<file path="src/rtl/mem_arb_pkg.sv">
// Shared types and sizing for the two-requester memory arbiter.
package mem_arb_pkg;

  localparam int unsigned ADDR_W            = 8;
  localparam int unsigned DATA_W            = 8;
  localparam int unsigned CNT_W             = 4;
  localparam int unsigned MAX_BURST_DEFAULT = 4;

  typedef enum logic [1:0] {
    ST_IDLE = 2'd0,
    ST_OWN0 = 2'd1,
    ST_OWN1 = 2'd2
  } arb_state_e;

  // Request presented to the external RAM in the current cycle.
  typedef struct packed {
    logic [ADDR_W-1:0] adrs;
    logic [DATA_W-1:0] data;
    logic              wr_en;
  } mem_req_t;

endpackage

</file>
<file path="src/rtl/mem_arbiter_if.sv">
// Requester and RAM signals of the memory arbiter, bundled as one interface.
interface mem_arbiter_if;
  import mem_arb_pkg::*;

  logic              req0;
  logic              req1;
  logic              we0;
  logic              we1;
  logic [ADDR_W-1:0] addr0;
  logic [ADDR_W-1:0] addr1;
  logic [DATA_W-1:0] wdata0;
  logic [DATA_W-1:0] wdata1;
  logic              gnt0;
  logic              gnt1;
  logic              rvalid0;
  logic              rvalid1;
  logic [DATA_W-1:0] rdata0;
  logic [DATA_W-1:0] rdata1;
  logic [ADDR_W-1:0] mem_adrs;
  logic [DATA_W-1:0] mem_data;
  logic              mem_wr_en;
  logic [DATA_W-1:0] mem_q;

  // Environment side: requesters plus the RAM.
  modport master (
    output req0, req1, we0, we1, addr0, addr1, wdata0, wdata1, mem_q,
    input  gnt0, gnt1, rvalid0, rvalid1, rdata0, rdata1,
           mem_adrs, mem_data, mem_wr_en
  );

  // Arbiter side.
  modport slave (
    input  req0, req1, we0, we1, addr0, addr1, wdata0, wdata1, mem_q,
    output gnt0, gnt1, rvalid0, rvalid1, rdata0, rdata1,
           mem_adrs, mem_data, mem_wr_en
  );

endinterface

</file>
<file path="src/rtl/mem_arbiter.sv">
// Two-requester arbiter for a single-port 256x8 RAM with bounded bursts
// and last-owner tie breaking; reads return one cycle after the beat.
module mem_arbiter
  import mem_arb_pkg::*;
#(
  parameter int unsigned MAX_BURST = MAX_BURST_DEFAULT
) (
  input  logic         clock,
  input  logic         reset,
  mem_arbiter_if.slave bus
);

  localparam logic [CNT_W-1:0] MAX_CNT = CNT_W'(MAX_BURST);

  arb_state_e       state_q;
  arb_state_e       state_nxt;
  logic             last_owner_q;
  logic [CNT_W-1:0] cnt_q;
  logic [CNT_W-1:0] cnt_nxt;
  logic [CNT_W-1:0] cnt_inc_c;
  logic             beat0_c;
  logic             beat1_c;
  mem_req_t         mem_req_c;

  // Beat count after the current beat, held at MAX_BURST once reached.
  assign cnt_inc_c = (cnt_q == MAX_CNT) ? cnt_q : cnt_q + CNT_W'(1);

  always_comb begin
    state_nxt = state_q;
    cnt_nxt   = cnt_q;
    beat0_c   = 1'b0;
    beat1_c   = 1'b0;
    mem_req_c = '0;

    unique case (state_q)
      ST_IDLE: begin
        if (bus.req0 && bus.req1) begin
          state_nxt = last_owner_q ? ST_OWN0 : ST_OWN1;
        end else if (bus.req0) begin
          state_nxt = ST_OWN0;
        end else if (bus.req1) begin
          state_nxt = ST_OWN1;
        end
      end

      ST_OWN0: begin
        mem_req_c.adrs  = bus.addr0;
        mem_req_c.data  = bus.wdata0;
        mem_req_c.wr_en = bus.we0 & bus.req0;
        if (!bus.req0) begin
          state_nxt = bus.req1 ? ST_OWN1 : ST_IDLE;
        end else begin
          beat0_c = 1'b1;
          cnt_nxt = cnt_inc_c;
          if ((cnt_inc_c == MAX_CNT) && bus.req1) begin
            state_nxt = ST_OWN1;
          end
        end
      end

      ST_OWN1: begin
        mem_req_c.adrs  = bus.addr1;
        mem_req_c.data  = bus.wdata1;
        mem_req_c.wr_en = bus.we1 & bus.req1;
        if (!bus.req1) begin
          state_nxt = bus.req0 ? ST_OWN0 : ST_IDLE;
        end else begin
          beat1_c = 1'b1;
          cnt_nxt = cnt_inc_c;
          if ((cnt_inc_c == MAX_CNT) && bus.req0) begin
            state_nxt = ST_OWN0;
          end
        end
      end

      default: state_nxt = ST_IDLE;
    endcase

    // Every new tenure starts counting from zero.
    if (state_nxt != state_q) begin
      cnt_nxt = '0;
    end

    // Synchronous reset must keep writes away from the RAM in the reset cycle.
    if (reset) begin
      mem_req_c = '0;
    end
  end

  assign bus.mem_adrs  = mem_req_c.adrs;
  assign bus.mem_data  = mem_req_c.data;
  assign bus.mem_wr_en = mem_req_c.wr_en;

  always_ff @(posedge clock) begin
    if (reset) begin
      state_q      <= ST_IDLE;
      last_owner_q <= 1'b1;
      cnt_q        <= '0;
      bus.gnt0     <= 1'b0;
      bus.gnt1     <= 1'b0;
      bus.rvalid0  <= 1'b0;
      bus.rvalid1  <= 1'b0;
      bus.rdata0   <= '0;
      bus.rdata1   <= '0;
    end else begin
      state_q     <= state_nxt;
      cnt_q       <= cnt_nxt;
      bus.gnt0    <= (state_nxt == ST_OWN0);
      bus.gnt1    <= (state_nxt == ST_OWN1);
      bus.rvalid0 <= beat0_c & ~bus.we0;
      bus.rvalid1 <= beat1_c & ~bus.we1;
      if (state_nxt == ST_OWN0) begin
        last_owner_q <= 1'b0;
      end else if (state_nxt == ST_OWN1) begin
        last_owner_q <= 1'b1;
      end
      if (beat0_c && !bus.we0) begin
        bus.rdata0 <= bus.mem_q;
      end
      if (beat1_c && !bus.we1) begin
        bus.rdata1 <= bus.mem_q;
      end
    end
  end

endmodule

</file>
<file path="src/flat_wrapper.sv">
// flat-port wrapper written by rule: the top's interface ports become plain ports
module mem_arbiter_flat import mem_arb_pkg::*;
#(
  parameter int unsigned MAX_BURST = MAX_BURST_DEFAULT
)
  (clock, reset, bus_req0, bus_req1, bus_we0, bus_we1, bus_addr0, bus_addr1, bus_wdata0, bus_wdata1, bus_mem_q, bus_gnt0, bus_gnt1, bus_rvalid0, bus_rvalid1, bus_rdata0, bus_rdata1, bus_mem_adrs, bus_mem_data, bus_mem_wr_en);
  mem_arbiter_if bus_i ();
  input  logic clock;
  input  logic reset;
  input wire logic [$bits(bus_i.req0)-1:0] bus_req0;
  input wire logic [$bits(bus_i.req1)-1:0] bus_req1;
  input wire logic [$bits(bus_i.we0)-1:0] bus_we0;
  input wire logic [$bits(bus_i.we1)-1:0] bus_we1;
  input wire logic [$bits(bus_i.addr0)-1:0] bus_addr0;
  input wire logic [$bits(bus_i.addr1)-1:0] bus_addr1;
  input wire logic [$bits(bus_i.wdata0)-1:0] bus_wdata0;
  input wire logic [$bits(bus_i.wdata1)-1:0] bus_wdata1;
  input wire logic [$bits(bus_i.mem_q)-1:0] bus_mem_q;
  output wire logic [$bits(bus_i.gnt0)-1:0] bus_gnt0;
  output wire logic [$bits(bus_i.gnt1)-1:0] bus_gnt1;
  output wire logic [$bits(bus_i.rvalid0)-1:0] bus_rvalid0;
  output wire logic [$bits(bus_i.rvalid1)-1:0] bus_rvalid1;
  output wire logic [$bits(bus_i.rdata0)-1:0] bus_rdata0;
  output wire logic [$bits(bus_i.rdata1)-1:0] bus_rdata1;
  output wire logic [$bits(bus_i.mem_adrs)-1:0] bus_mem_adrs;
  output wire logic [$bits(bus_i.mem_data)-1:0] bus_mem_data;
  output wire logic [$bits(bus_i.mem_wr_en)-1:0] bus_mem_wr_en;
  assign bus_i.req0 = bus_req0;
  assign bus_i.req1 = bus_req1;
  assign bus_i.we0 = bus_we0;
  assign bus_i.we1 = bus_we1;
  assign bus_i.addr0 = bus_addr0;
  assign bus_i.addr1 = bus_addr1;
  assign bus_i.wdata0 = bus_wdata0;
  assign bus_i.wdata1 = bus_wdata1;
  assign bus_i.mem_q = bus_mem_q;
  assign bus_gnt0 = bus_i.gnt0;
  assign bus_gnt1 = bus_i.gnt1;
  assign bus_rvalid0 = bus_i.rvalid0;
  assign bus_rvalid1 = bus_i.rvalid1;
  assign bus_rdata0 = bus_i.rdata0;
  assign bus_rdata1 = bus_i.rdata1;
  assign bus_mem_adrs = bus_i.mem_adrs;
  assign bus_mem_data = bus_i.mem_data;
  assign bus_mem_wr_en = bus_i.mem_wr_en;
  mem_arbiter #(.MAX_BURST(MAX_BURST)) u_core (.clock(clock), .reset(reset), .bus(bus_i));
endmodule
</file>
<file path="config.mk">
export PLATFORM = sky130hd
export DESIGN_NAME = mem_arbiter_flat
export DESIGN_NICKNAME = d
export VERILOG_FILES = /design/src/rtl/mem_arb_pkg.sv /design/src/rtl/mem_arbiter_if.sv /design/src/rtl/mem_arbiter.sv /design/src/flat_wrapper.sv
export SDC_FILE = /design/constraint.sdc
export NUM_CORES = 1
export LEC_CHECK = 0
export CAP_MARGIN = 15
export CORE_AREA = 2 2 67 69
export CTS_BUF_LIST = sky130_fd_sc_hd__clkbuf_8
export DETAILED_ROUTE_END_ITERATION = 7
export DIE_AREA = 0 0 69 71
export PLACE_DENSITY = 0.75
export SETUP_SLACK_MARGIN = 0.1
export SLEW_MARGIN = 20
export SYNTH_ARGS = -nofsm -noshare
export SYNTH_HDL_FRONTEND = slang
export SYNTH_SLANG_ARGS = --single-unit
</file>
<file path="constraint.sdc">
create_clock -name clock -period 3.65 [get_ports clock]
set_clock_uncertainty 0.2 [all_clocks]
set_input_delay 1.095 -clock clock [delete_from_list [all_inputs] [get_ports clock]]
set_output_delay 1.095 -clock clock [all_outputs]
set_load 0.1 [all_outputs]
</file>
== Yosys cells after proc, flatten, opt, wreduce, memory -nomap -nowiden ==
Cells that the tools add are included.

* Input port bits: 46
* Flip-flop bits (word level): 27
* Output and inout bits: 37

* Reduce and logical (&&, ||, !) cells: 12
* Eq/ne operators: 9
* Bitwise logic cells: 6
* Muxes and demuxes: 23
* Add/sub/neg operators: 1

{| class="wikitable"
|+ Operators by type and width
! cell !! number
|-
| 17-bit case mux with 2 select lines || 1
|-
| 2-bit 2-to-1 mux || 9
|-
| 17-bit 2-to-1 mux || 1
|-
| 4-bit 2-to-1 mux || 3
|-
| 4-bit by 3-bit equality test with 1-bit output, second input constant || 2
|-
| 4-bit case mux with 2 select lines || 1
|-
| 1-bit 2-to-1 mux || 7
|-
| 2-bit case mux with 3 select lines || 1
|-
| 1-bit logical AND || 5
|-
| 4-bit by 1-bit adder with 4-bit output, second input constant || 1
|-
| 1-bit AND || 4
|-
| 2-bit by 1-bit equality test with 1-bit output, second input constant || 2
|-
| 2-bit equality test, second input constant || 2
|-
| 2-bit inequality test, second input constant || 2
|-
| 2-bit nonzero test || 2
|-
| 3-bit AND reduction || 1
|-
| 1-bit zero test || 2
|-
| 2-bit zero test || 1
|-
| 2-bit inequality test || 1
|-
| 1-bit NOT || 2
|-
| 2-bit OR reduction || 1
|}

== Depth between registers and ports, before layout ==
* Depth in word-level cells: 10
* Depth in mapped cells: 12
* Mapped depth without buffers: 12

== Least setup slack after synthesis ==
No wires, ideal clock.

* Path type: input to output
* Start: input reset
* End: output bus_mem_adrs[0]
* Cell stages on the path: 5
* Data required time: 2,355 ps
* Buffers on the path: 3
* Data arrival time: 3,030 ps
* Slack: -675 ps
* Path through: clkbuf_1 -> nand2b_1 -> clkbuf_1 -> clkbuf_1 -> nor2_1

* Word-level cells in the longest chain between the ends: 1

{| class="wikitable"
|+ Ends and longest elaborated chain
! what !! line !! RTL
|-
| start, declared || flat_wrapper.sv:9 || <nowiki>input logic reset;</nowiki>
|-
| 17-bit 2-to-1 mux || mem_arbiter.sv:85 || <nowiki>if (reset) begin</nowiki>
|-
| end, declared || flat_wrapper.sv:25 || <nowiki>output wire logic [$bits(bus_i.mem_adrs)-1:0] bus_mem_adrs;</nowiki>
|}

Every way passes these cells.

== Worst setup path after layout ==
* Start: input reset
* End: output bus_mem_wr_en

* Word-level cells in the longest chain between the ends: 1

{| class="wikitable"
|+ Ends and longest elaborated chain
! what !! line !! RTL
|-
| 17-bit 2-to-1 mux || mem_arbiter.sv:85 ||
|-
| end, declared || flat_wrapper.sv:27 || <nowiki>output wire logic [$bits(bus_i.mem_wr_en)-1:0] bus_mem_wr_en;</nowiki>
|}

Every way passes these cells.

==> reports/summary.log <==
[run_status] result of the run finished, final reports clean
[yosys] prevailing post-synth register cell dfxtp_1
[route] Routed WL per cell 14.5 µm
[place] total placed instance area 0.00276 mm²
[layout] number of nets in the finished design 359
[yosys] synth top area cells dfxtp_1, nand2_1, a22oi_1
[critical_path] CP Max Fanout 9
[clock_tree] hold_buf cts 0
[yosys] post-synthesis sequential element count 27
[place] Final Wtd Congestion 0.880
[min_path] hold path depth 2
[global_routing] number of antenna violations at the first check in global routing 0
[clock_tree] clock tree root driver cell clkbuf_8
[timing] Setup TNS Final 0 ns
[clock_tree] Worst-Skew Late Latency 0.28 ns
[place] HPWL Detailed 3.95 mm
[clock_tree] clock transition at the register clock pins on the worst setup and hold paths after CTS 0.10 ns
[critical_path] kind of start point of the critical path primary input
[critical_path] Worst R2R End u_core.last_owner_q
[global_routing] remaining global-route overflow 0
[timing] max-slew violation count 0
[layout] Util after Layout 68.2%
[timing] post-route minimum period 3.48 ns
[route] post-detailed-route DRC marker count 0
[timing] Max Freq 0.288 GHz
[place] Port Buf Inserts 82
[layout] Layout area overhead 74.5%
[global_routing] via count of the first global-routing pass 1781
[timing] actual transition at the worst max-transition pin 0.687 ns
[global_routing] pin count of the biggest net entering global routing 26
[critical_path] path depth of the worst reg2reg path 11
[route] vias per std cell 5.15
[floorplan] chip width 69 µm
[power_and_ir_drop] largest voltage drop on the vdd net 0.285 mV
[power_and_ir_drop] Seq pwr share 30.6%
[route] post-route ant nets 0
[power_and_ir_drop] Net Sw Frac 43.9%
[power_and_ir_drop] internal power 0.605 mW
[yosys] sequential area share after synthesis 32.9%
[power_and_ir_drop] reported leakage power 1.06 nW
[clock_tree] number of buffers inserted during clock tree synthesis 3
[floorplan] initial core utilization 39.0%
[timing] final-report hold violation count 0
[yosys] library cell occupying the most area in the post-synthesis netlist dfxtp_1
[yosys] fraction of post-synthesis cell area in the top cell type by area 32.9%
[clock_tree] post-CTS setup buffer count 0
[yosys] share of async-settable or async-resettable flops after synthesis 0%
[yosys] number of warnings printed during yosys synthesis 0
[route] total number of vias 1835
[timing] period utilisation layout 95.3%
[route] DRT Wirelength 5.18 mm
[layout] count of inserted antenna diode cells 0
[timing] headroom to the max-slew limit 54.2%
[yosys] number of enable flip-flop cells after synthesis 0
[power_and_ir_drop] areal power density over the cells 377 mW/mm²
[floorplan] IO Pins 83
[yosys] Post-Syn Instances 224
[layout] fraction of layout instances using a drive strength above 1 24.3%
[clock_tree] clock tree from TritonCTS built
[run] reported max-cap violation count 0
[critical_path] CP Data Required Time 2.35 ns
[floorplan] Core ar. 0.00420 mm²
[min_path] Hold/Removal Path Class flip-flop to flip-flop
[yosys] Avg Cell Area, Syn 7.33 µm²
[floorplan] Rows 24
[global_routing] global-route wire length before repair 8.16 mm
[floorplan] height of the die 71 µm
[min_path] hold-critical path endpoint u_core.bus.rdata1[4]
[yosys] synth cell count leaders nand2_1, nor2_1, dfxtp_1
[clock_tree] Clock H-tree levels 1
[layout] Filler cells 362
[critical_path] setup slack, reg-to-reg 0.67 ns
[critical_path] Setup CP Type primary input to output port
[route] First DRT Iteration DRCs 88
[timing] final setup vio count 0
[timing] Final Hold Slack 0.261 ns
[clock_tree] number of sinks on the clock net 27
[timing] setup repair after global routing missed its margin no
[critical_path] source of the worst register-to-register timing path u_core.state_q[1]
[layout] area of all placed cells without fillers 0.00287 mm²
[power_and_ir_drop] Comb pwr share 53.0%
[yosys] mapped cell area 0.00164 mm²
[route] first drt pass iteration count 4
[yosys] Distinct cells, synth 38
[floorplan] area of the die 0.00490 mm²
[min_path] hold path start u_core.bus.rdata1[4]
[clock_tree] CTS max path bufs 2
[critical_path] endpoint class of the critical path output port
[yosys] synthesized netlist net count 278
[yosys] dominant cell by count in the synthesized netlist nand2_1
[critical_path] critical path data arrival time 2.18 ns
[global_routing] gr usage total 20.3%
[power_and_ir_drop] Clock power frac 16.4%
[power_and_ir_drop] Sw Pwr 0.474 mW
==> cells by family after synthesis <==
family,after synthesis,share of synthesized area [%]
muxes,5,3.05
adders and majority gates,8,6.10
AOI/OAI and AO/OA,56,22.8
DFF,27,32.9
xor gates and xnor gates,1,0.534
buffers and inverters,24,5.49
and+or+nand+nor,103,29.1
==> metal layers <==
layer  routed length, µm  global-route usage [%]  part of all wire, %
met5                   0                       0                    0
met4                 115                    6.97                  2.2
met3                 234                    3.56                  4.5
met2                2690                    37.5                   52
met1                2140                    23.6                   41
==> placed cells by master (no fill, tap or decap), types with 2 or more instances in the layout <==
cell type,count
a211oi_1,4
a21oi_1,18
a22oi_1,16
buf_12,18
buf_4,25
clkbuf_8,3
clkdlybuf4s50_1,44
dfxtp_1,27
ha_1,8
inv_1,11
mux2i_1,5
nand2_1,44
nand2b_1,5
nand3_1,4
nand3b_1,3
nand4_1,4
nor2_1,13
nor2_4,16
nor2b_1,2
o211ai_1,2
o21ai_0,4
o22ai_1,3
or2_2,2
==> power groups by stage <==
| stage | clock network [mW] | logic, mW | registers (mW) |
|---|---|---|---|
| after global routing | 0.189 | 0.613 | 0.334 |
| after global placement | 0 | 0.542 | 0.337 |
| after floorplan | 0 | 0.318 | 0.404 |
| after detailed placement | 0 | 0.546 | 0.337 |
| after CTS | 0.179 | 0.549 | 0.330 |
| final | 0.177 | 0.571 | 0.330 |
==> worst max path at each step <==
stage	from	endpoint	slack [ns]	cells past startpoint
after detailed placement	bus_req1	bus_mem_wr_en	0.06	4
after global routing	u_core.state_q[1]	bus_mem_wr_en	0.13	5
final	reset	bus_mem_wr_en	0.17	5
after CTS	reset	bus_mem_data[1]	0.1	5
after global placement	bus_req1	bus_mem_wr_en	0.07	4
after floorplan	reset	bus_mem_adrs[7]	-0.03	4
==> state kept, by name, summed over array words and instances (netlist names) <==
| name | cells |
|---|---|
| u_core.bus.rvalid1 | 1 |
| u_core.bus.rvalid0 | 1 |
| u_core.bus.gnt1 | 1 |
| u_core.bus.gnt0 | 1 |
| u_core.bus.rdata1 | 8 |
| u_core.cnt_q | 4 |
| u_core.state_q | 2 |
| u_core.bus.rdata0 | 8 |
| u_core.last_owner_q | 1 |
==> worst max-delay path, stage by stage <==
cell             delay [ns]
clkdlybuf4s50_1        0.42
nand2b_4               0.17
buf_12                 0.16
a21oi_4                0.13
buf_12                 0.19
==> area by class of cell <==
type,instances,area [µm²],share of cell area [%]
clock buffer,3,41.3,1.44
clock inverter,1,5.00,0.175
inverter,11,41.3,1.44
multi-input combinational,173,1150,40.1
sequential,27,541,18.9
tap,52,65.1,2.27
timing repair buffer,89,1020,35.7
==> what timing repair did <==
action / 4_1_cts / 5_1_grt
hold endpoints to repair: 0 / 0
resized for setup: 2 / 7
cloned: 0 / 1
setup endpoints to repair: 3 / 7
==> through the flow <==
step	worst slack, ns	cells	power, mW
final	0.173	356	1.08
after CTS	0.0968	355	1.06
after detailed placement	0.0639	351	0.882
after global placement	0.0700	351	0.878
after global routing	0.134	356	1.14
after floorplan	-0.0293	224	0.722
Power figures use the tool's default switching activity.
